==> config.mk <==
export PLATFORM = sky130hd
export DESIGN_NAME = crop_window
export DESIGN_NICKNAME = d
export VERILOG_FILES = /design/src/rtl/crop_window.sv
export SDC_FILE = /design/constraint.sdc
export NUM_CORES = 1
export LEC_CHECK = 0
export CAP_MARGIN = 10
export CORE_ASPECT_RATIO = 1.2
export CORE_MARGIN = 4
export CORE_UTILIZATION = 36
export DETAILED_ROUTE_END_ITERATION = 10
export GPL_TIMING_DRIVEN = 1
export SYNTH_ARGS = -nofsm -noshare
export SYNTH_HDL_FRONTEND = slang
export SYNTH_SLANG_ARGS = --single-unit
==> constraint.sdc <==
create_clock -name clk -period 6.45 [get_ports clk]
set_input_delay 0.645 -clock clk [delete_from_list [all_inputs] [get_ports clk]]
set_output_delay 0.645 -clock clk [all_outputs]
set_load 0.1 [all_outputs]
==> src/rtl/crop_window.sv <==
// crop_window
// Crops a rectangular window out of an incoming pixel stream with exactly one
// clock of latency. The window configuration is sampled into shadow
// registers at the start of each frame, so it can be rewritten at any time
// without tearing the frame currently in flight. With EN low the block is a
// plain one-cycle register stage while the counters and FSM keep tracking,
// so cropping can resume cleanly.
//
// Ports:
//   clk        pixel clock, rising edge
//   rst_n      asynchronous active-low reset
//   EN         1 = crop, 0 = registered pass-through
//   x_start    first kept column (0-based)
//   y_start    first kept line (0-based)
//   crop_w     kept pixels per line
//   crop_h     kept lines per frame
//   pre_vs     input frame sync, active high
//   pre_de     input pixel valid
//   pre_data   input RGB888 pixel
//   post_vs    pre_vs delayed one cycle
//   post_de    output pixel valid
//   post_data  output RGB888 pixel (zero outside the window when cropping)
module crop_window #(
    parameter logic [11:0] H_DISP = 12'd1280,
    parameter logic [11:0] V_DISP = 12'd720
) (
    input  logic        clk,
    input  logic        rst_n,
    input  logic        EN,
    input  logic [11:0] x_start,
    input  logic [11:0] y_start,
    input  logic [11:0] crop_w,
    input  logic [11:0] crop_h,
    input  logic        pre_vs,
    input  logic        pre_de,
    input  logic [23:0] pre_data,
    output logic        post_vs,
    output logic        post_de,
    output logic [23:0] post_data
);

    typedef enum logic [1:0] {
        WAIT_VS,
        WAIT_LINE,
        IN_LINE,
        FRAME_DONE
    } state_t;

    state_t      state;
    state_t      state_n;

    logic        vs_d;
    logic        de_d;
    logic [11:0] sh_x;
    logic [11:0] sh_y;
    logic [11:0] sh_w;
    logic [11:0] sh_h;
    logic [11:0] px;
    logic [11:0] ly;

    logic        vs_rise;
    logic        vs_fall;
    logic        de_fall;
    logic [12:0] x_sum;
    logic [12:0] y_sum;
    logic [12:0] x_end;
    logic [12:0] y_end;
    logic        in_win;
    logic        post_de_n;
    logic [23:0] post_data_n;

    assign vs_rise = pre_vs & ~vs_d;
    assign vs_fall = ~pre_vs & vs_d;
    assign de_fall = ~pre_de & de_d;

    // Window end bounds are computed one bit wider than the coordinates so
    // start+size can never wrap, then clipped to the active frame size.
    assign x_sum  = {1'b0, sh_x} + {1'b0, sh_w};
    assign y_sum  = {1'b0, sh_y} + {1'b0, sh_h};
    assign x_end  = (x_sum > {1'b0, H_DISP}) ? {1'b0, H_DISP} : x_sum;
    assign y_end  = (y_sum > {1'b0, V_DISP}) ? {1'b0, V_DISP} : y_sum;

    assign in_win = ({1'b0, px} >= {1'b0, sh_x}) && ({1'b0, px} < x_end) &&
                    ({1'b0, ly} >= {1'b0, sh_y}) && ({1'b0, ly} < y_end);

    // Edge-detect history and the frame-start shadow copy of the window.
    // The shadow registers come out of reset as a full-frame window.
    always_ff @(posedge clk or negedge rst_n) begin
        if (!rst_n) begin
            vs_d <= 1'b0;
            de_d <= 1'b0;
            sh_x <= 12'd0;
            sh_y <= 12'd0;
            sh_w <= H_DISP;
            sh_h <= V_DISP;
        end else begin
            vs_d <= pre_vs;
            de_d <= pre_de;
            if (vs_rise) begin
                sh_x <= x_start;
                sh_y <= y_start;
                sh_w <= crop_w;
                sh_h <= crop_h;
            end
        end
    end

    // px holds the column of the pixel currently on pre_data while pre_de is
    // high; ly holds the index of the current line. Both saturate at 4095.
    always_ff @(posedge clk or negedge rst_n) begin
        if (!rst_n) begin
            px <= 12'd0;
            ly <= 12'd0;
        end else begin
            if (pre_vs || !pre_de) begin
                px <= 12'd0;
            end else if (px != 12'hFFF) begin
                px <= px + 12'd1;
            end

            if (pre_vs) begin
                ly <= 12'd0;
            end else if (de_fall && (ly != 12'hFFF)) begin
                ly <= ly + 12'd1;
            end
        end
    end

    // FSM state register.
    always_ff @(posedge clk or negedge rst_n) begin
        if (!rst_n) begin
            state <= WAIT_VS;
        end else begin
            state <= state_n;
        end
    end

    // Next-state and next-output logic. After reset nothing is emitted until
    // a whole sync pulse has passed, so a frame interrupted by reset stays
    // blank. A sync pulse in any later state restarts line tracking.
    always_comb begin
        state_n     = state;
        post_de_n   = 1'b0;
        post_data_n = 24'h000000;

        case (state)
            WAIT_VS: begin
                if (vs_fall) begin
                    state_n = WAIT_LINE;
                end
            end
            WAIT_LINE: begin
                if (pre_de) begin
                    state_n = IN_LINE;
                end
            end
            IN_LINE: begin
                if (de_fall) begin
                    if (({1'b0, ly} + 13'd1) >= y_end) begin
                        state_n = FRAME_DONE;
                    end else begin
                        state_n = WAIT_LINE;
                    end
                end
            end
            FRAME_DONE: begin
                if (pre_vs) begin
                    state_n = WAIT_LINE;
                end
            end
            default: begin
                state_n = WAIT_VS;
            end
        endcase

        if (pre_vs && (state != WAIT_VS)) begin
            state_n = WAIT_LINE;
        end

        if (EN) begin
            post_de_n   = pre_de && in_win &&
                          ((state == WAIT_LINE) || (state == IN_LINE));
            post_data_n = in_win ? pre_data : 24'h000000;
        end else begin
            post_de_n   = pre_de;
            post_data_n = pre_data;
        end
    end

    // Output register: the single cycle of latency.
    always_ff @(posedge clk or negedge rst_n) begin
        if (!rst_n) begin
            post_vs   <= 1'b0;
            post_de   <= 1'b0;
            post_data <= 24'h000000;
        end else begin
            post_vs   <= pre_vs;
            post_de   <= post_de_n;
            post_data <= post_data_n;
        end
    end

endmodule

==> impl_table.tex <==
\begin{tabular}{lr}
\hline
Metric & Value \\
\hline
\multicolumn{2}{l}{\textbf{Yosys}} \\
\quad Cell types occupying the most area after synthesis & dfrtp\_1 34\%, ha\_1 16\%, mux2\_2 4.5\%, nor4b\_2 3.9\%, o21ai\_0 3.5\% \\
\quad Post-synthesis instance area & just under 7000 µm² \\
\quad Number of distinct library cells after synthesis & 65 \\
\quad Synthesized area per cell & $\sim$10 µm² \\
\quad Gate count after technology mapping & $\sim$700 \\
\quad Asr flop ratio synth & 100\% \\
\quad Syn. warnings & 0 \\
\quad Post-synth top area cell & dfrtp\_1 \\
\quad Proportion of netlist area held by the largest area contributor & 34.2\% \\
\quad Fraction of the yosys area taken by sequential cells & between 30\% and 40\% \\
\quad Number of synthesized register bits & roughly 100 \\
\quad Count of flip-flops with a built-in enable after synthesis & 0 \\
\quad Top flip-flop cell by instance count after synthesis & dfrtp\_1 \\
\multicolumn{2}{l}{\textbf{Layout}} \\
\quad Design area & between 8000 and 9000 µm² \\
\quad Commonest non-fill, non-tap cell in the layout & clkdlybuf4s50\_1 \\
\quad Fraction of the core area covered by cells at the end of the flow & 45.4\% \\
\quad Most used cells in the layout excluding fill and tap cells & 101 x clkdlybuf4s50\_1, 95 x dfrtp\_1, 89 x ha\_1 \\
\quad Fillers & 1873 \\
\quad Post-route non-filler standard cell count & around 1100 \\
\quad Area growth, synth to finish & 23.5\% \\
\quad Number of antenna cells inserted & 0 \\
\quad Nets & slightly below 1000 \\
\quad Combined area of the multi-input logic cells & about 4200 µm² \\
\quad Layout cells sized above 1 & around 10\% \\
\quad Register cell area after layout & roughly 2500 µm² \\
\multicolumn{2}{l}{\textbf{Floorplan}} \\
\quad Total Die Area & 21600 µm² \\
\quad Core Box Area & 18900 µm² \\
\quad Initial Util & around 37\% \\
\quad Die Y & about 160 µm \\
\quad I/O pin count & 103 \\
\quad Horizontal die dimension & 135 µm \\
\quad Std cell rows & 55 \\
\multicolumn{2}{l}{\textbf{Power and ir drop}} \\
\quad Switching power & 0.763 mW \\
\quad Clock power frac & 28.2\% \\
\quad Internal power contribution & around 1.4 mW \\
\quad Sequential Power Share & about a third \\
\quad PD cells & between 200 and 250 nW/µm² \\
\quad Leakage power figure & between 3 and 4 nW \\
\quad Peak VDD IR & 136 µV \\
\quad Share of total power consumed by net switching & around 36\% \\
\quad Part of the total power dissipated in combinational logic & between 30\% and 40\% \\
\multicolumn{2}{l}{\textbf{STA}} \\
\quad Final number of setup-violating endpoints & 0 \\
\quad Max\_slew headroom & between 30\% and 40\% \\
\quad Post-route worst setup slack & 1.43 ns \\
\quad Worst slew pin tran & between 1 and 1.5 ns \\
\quad Final setup TNS & 0 ns \\
\quad Achievable frequency & about 0.20 GHz \\
\quad Number of hold-slack violations in the final timing report & 0 \\
\quad Final Max Slew Viols & 0 \\
\quad Final critical-path required period & 5.02 ns \\
\quad Setup clock skew after layout & $\sim$0.010 ns \\
\quad Unrepaired setup endpoints after global routing & false \\
\quad Tcrit/Tclk final & approximately 80\% \\
\multicolumn{2}{l}{\textbf{Critical path}} \\
\quad Category of the worst setup path capture point & flip-flop \\
\quad Arrival time worst endpoint & approximately 5.3 ns \\
\quad Critical Path Slowest Stage Cell & fa\_1 \\
\quad Top cell family by delay on the critical path & compound AO/OA/AOI/OAI gates \\
\quad Maximum cell stage delay along the critical path & between 0.4 and 0.5 ns \\
\quad Kind of critical path & flip-flop to flip-flop \\
\quad Number of buffer and inverter stages on the critical path & 1 \\
\quad Cells along the critical path & ha\_1 > fa\_1 > a211oi\_1 > o21ai\_0 > and3b\_1 > a211o\_1 > a32oi\_1 > and2\_2 > nand2\_1 > ha\_1 > a21o\_1 > a21o\_1 > a21oi\_1 > a211oi\_1 > nor2\_1 > o22ai\_2 > buf\_4 > nor4b\_1 \\
\quad CP Launch Type & flip-flop \\
\quad Crit path required time & $\sim$6.7 ns \\
\quad Max FO, Critical Path & 25 \\
\multicolumn{2}{l}{\textbf{Clocking}} \\
\quad Skew-Pair Late Insertion Delay & 0.36 ns \\
\quad Number of buffers created by CTS & 9 \\
\quad Cts repair resizes & 0 \\
\quad Max Root-Sink Buffers & 2 \\
\quad TritonCTS sink count & roughly 100 \\
\quad Post-CTS setup buffers & 0 \\
\quad Hold bufs inserted after CTS & 0 \\
\quad Root buffer cell & clkbuf\_16 \\
\quad Clock tree from TritonCTS & built \\
\quad CTS clk-pin slew, worst paths & 0.07 ns \\
\quad Number of H-tree levels & 3 \\
\multicolumn{2}{l}{\textbf{Drt}} \\
\quad Routed met2 length & 9090 µm \\
\quad Top layer in use & met4 \\
\quad Mean routed wirelength per cell & about 16 µm \\
\quad Routed vias & $\sim$5400 \\
\quad Remaining number of nets flagged by the antenna check after routing & 0 \\
\quad Length of routed wiring on met1 & 7010 µm \\
\quad Drt total wl & about 17000 µm \\
\quad Met3 Wirelength & between 300 and 400 µm \\
\quad Router iterations before antenna repair & 4 \\
\quad DRC violations left & 0 \\
\quad DRT iter0 DRCs & between 300 and 400 \\
\quad Post-detailed-route via-to-cell ratio & 5.11 \\
\multicolumn{2}{l}{\textbf{Global route}} \\
\quad Antenna violations before repair & 0 \\
\quad Largest net degree at the start of global routing & slightly above 70 \\
\quad Number of global-route vias before repair & roughly 5600 \\
\quad Wire length of the first global-routing pass & approximately 28000 µm \\
\quad GR Overflow Total & 0 \\
\quad All-layer global routing usage & about 16\% \\
\multicolumn{2}{l}{\textbf{Placed design}} \\
\quad Cell Area, Placed & 8270 µm² \\
\quad HPWL after detailed placement & about 13000 µm \\
\quad Placed cells & between 1000 and 1500 \\
\quad Gpl congestion & between 0.8 and 0.9 \\
\quad Placement-stage worst setup slack & approximately 1.5 ns \\
\quad IO Port Bufs & about 100 \\
\multicolumn{2}{l}{\textbf{Hold path}} \\
\quad Class of the most critical hold timing path & primary input to async pin \\
\multicolumn{2}{l}{\textbf{Run}} \\
\quad Max\_cap viols & 0 \\
\multicolumn{2}{l}{\textbf{Status}} \\
\quad Status & completed \\
\hline
\end{tabular}
stage by stage:
step / power, mW / hold slack [ns]
finish: 2.12 / 0.290
global route: 2.28 / 0.332
CTS: 2.15 / 0.308
detailed placement: 1.54 / 0.503
global placement: 1.53 / 0.494
floorplan: 1.32 / 0.349
layer usage:
metal | up-vias | global-route usage (%)
li1 | 2744 | -
met1 | 2612 | 18.8
met2 | 67 | 30.6
met3 | 20 | 2.43
met4 | 0 | 5.00
met5 | - | 0
logic make-up (layout without fill, tap and decap cells):
kind of cell	count (synthesis)	in the layout	synth area share, %
AND/OR/NAND/NOR	221	221	18.6
multiplexers	29	29	4.68
XOR/XNOR	42	42	5.29
adder cells (fa/ha/maj)	91	91	16.6
flip-flops	101	101	36.5
AO/OA/AOI/OAI	156	156	14.7
other	1	6	0.0539
buffers and inverters	62	164	3.65
Yosys cell counts (5+ instances only):
| master | count |
|---|---|
| dfrtp_1 | 95 |
| ha_1 | 89 |
| nand2_1 | 61 |
| nor2_1 | 50 |
| o21ai_0 | 49 |
| inv_1 | 42 |
| a21oi_1 | 31 |
| mux2_2 | 28 |
| xor2_1 | 24 |
| nor4b_2 | 18 |
| xnor2_1 | 18 |
| a21o_1 | 15 |
| clkbuf_1 | 15 |
| nand3_1 | 14 |
| nor3_1 | 12 |
| nand4_1 | 11 |
| nor4_1 | 10 |
| o21a_1 | 10 |
| a211oi_1 | 9 |
| o211ai_1 | 8 |
| dfstp_2 | 6 |
| nand2b_1 | 6 |
| nor2b_1 | 6 |
| or3_1 | 6 |
| a2111oi_0 | 5 |
| and3_1 | 5 |
| nor4b_1 | 5 |
flip-flops by register name (all words and copies together), names as in the netlist:
register,count
post_data,24
sh_w,12
post_de,1
post_vs,1
ly,12
de_d,1
sh_x,12
state,2
sh_h,12
px,12
sh_y,12
final cells by class:
class                      instances  area share (%)
multi-input combinational        545            49.0
clock inverter                     6            1.08
clock buffer                      10            2.67
tap                              256            3.73
sequential                       101            29.5
timing repair buffer             106            12.2
inverter                          42            1.84
power by group through the flow:
stage               Clock (mW)  Combinational [mW]  Sequential, mW
floorplan                    0               0.508           0.808
global placement             0               0.785           0.746
detailed placement           0               0.790           0.747
CTS                      0.616               0.795           0.735
global route             0.647               0.889           0.742
finish                   0.599               0.791           0.734
final timing paths:
path / from / depth (start not counted) / end / slack, ns
max in group asynchronous: rst_n / 2 / sh_x[10] / 4.99
setup / recovery: sh_x[0] / 18 / post_data[3] / 1.43
setup reg to reg: sh_x[0] / 18 / post_data[3] / 1.43
hold reg to reg: sh_h[0] / 1 / sh_h[0] / 0.51
hold / removal: rst_n / 1 / post_data[8] / 0.29
min in group clk: sh_h[0] / 1 / sh_h[0] / 0.51
Note: power is estimated with default switching activity, not from simulation.
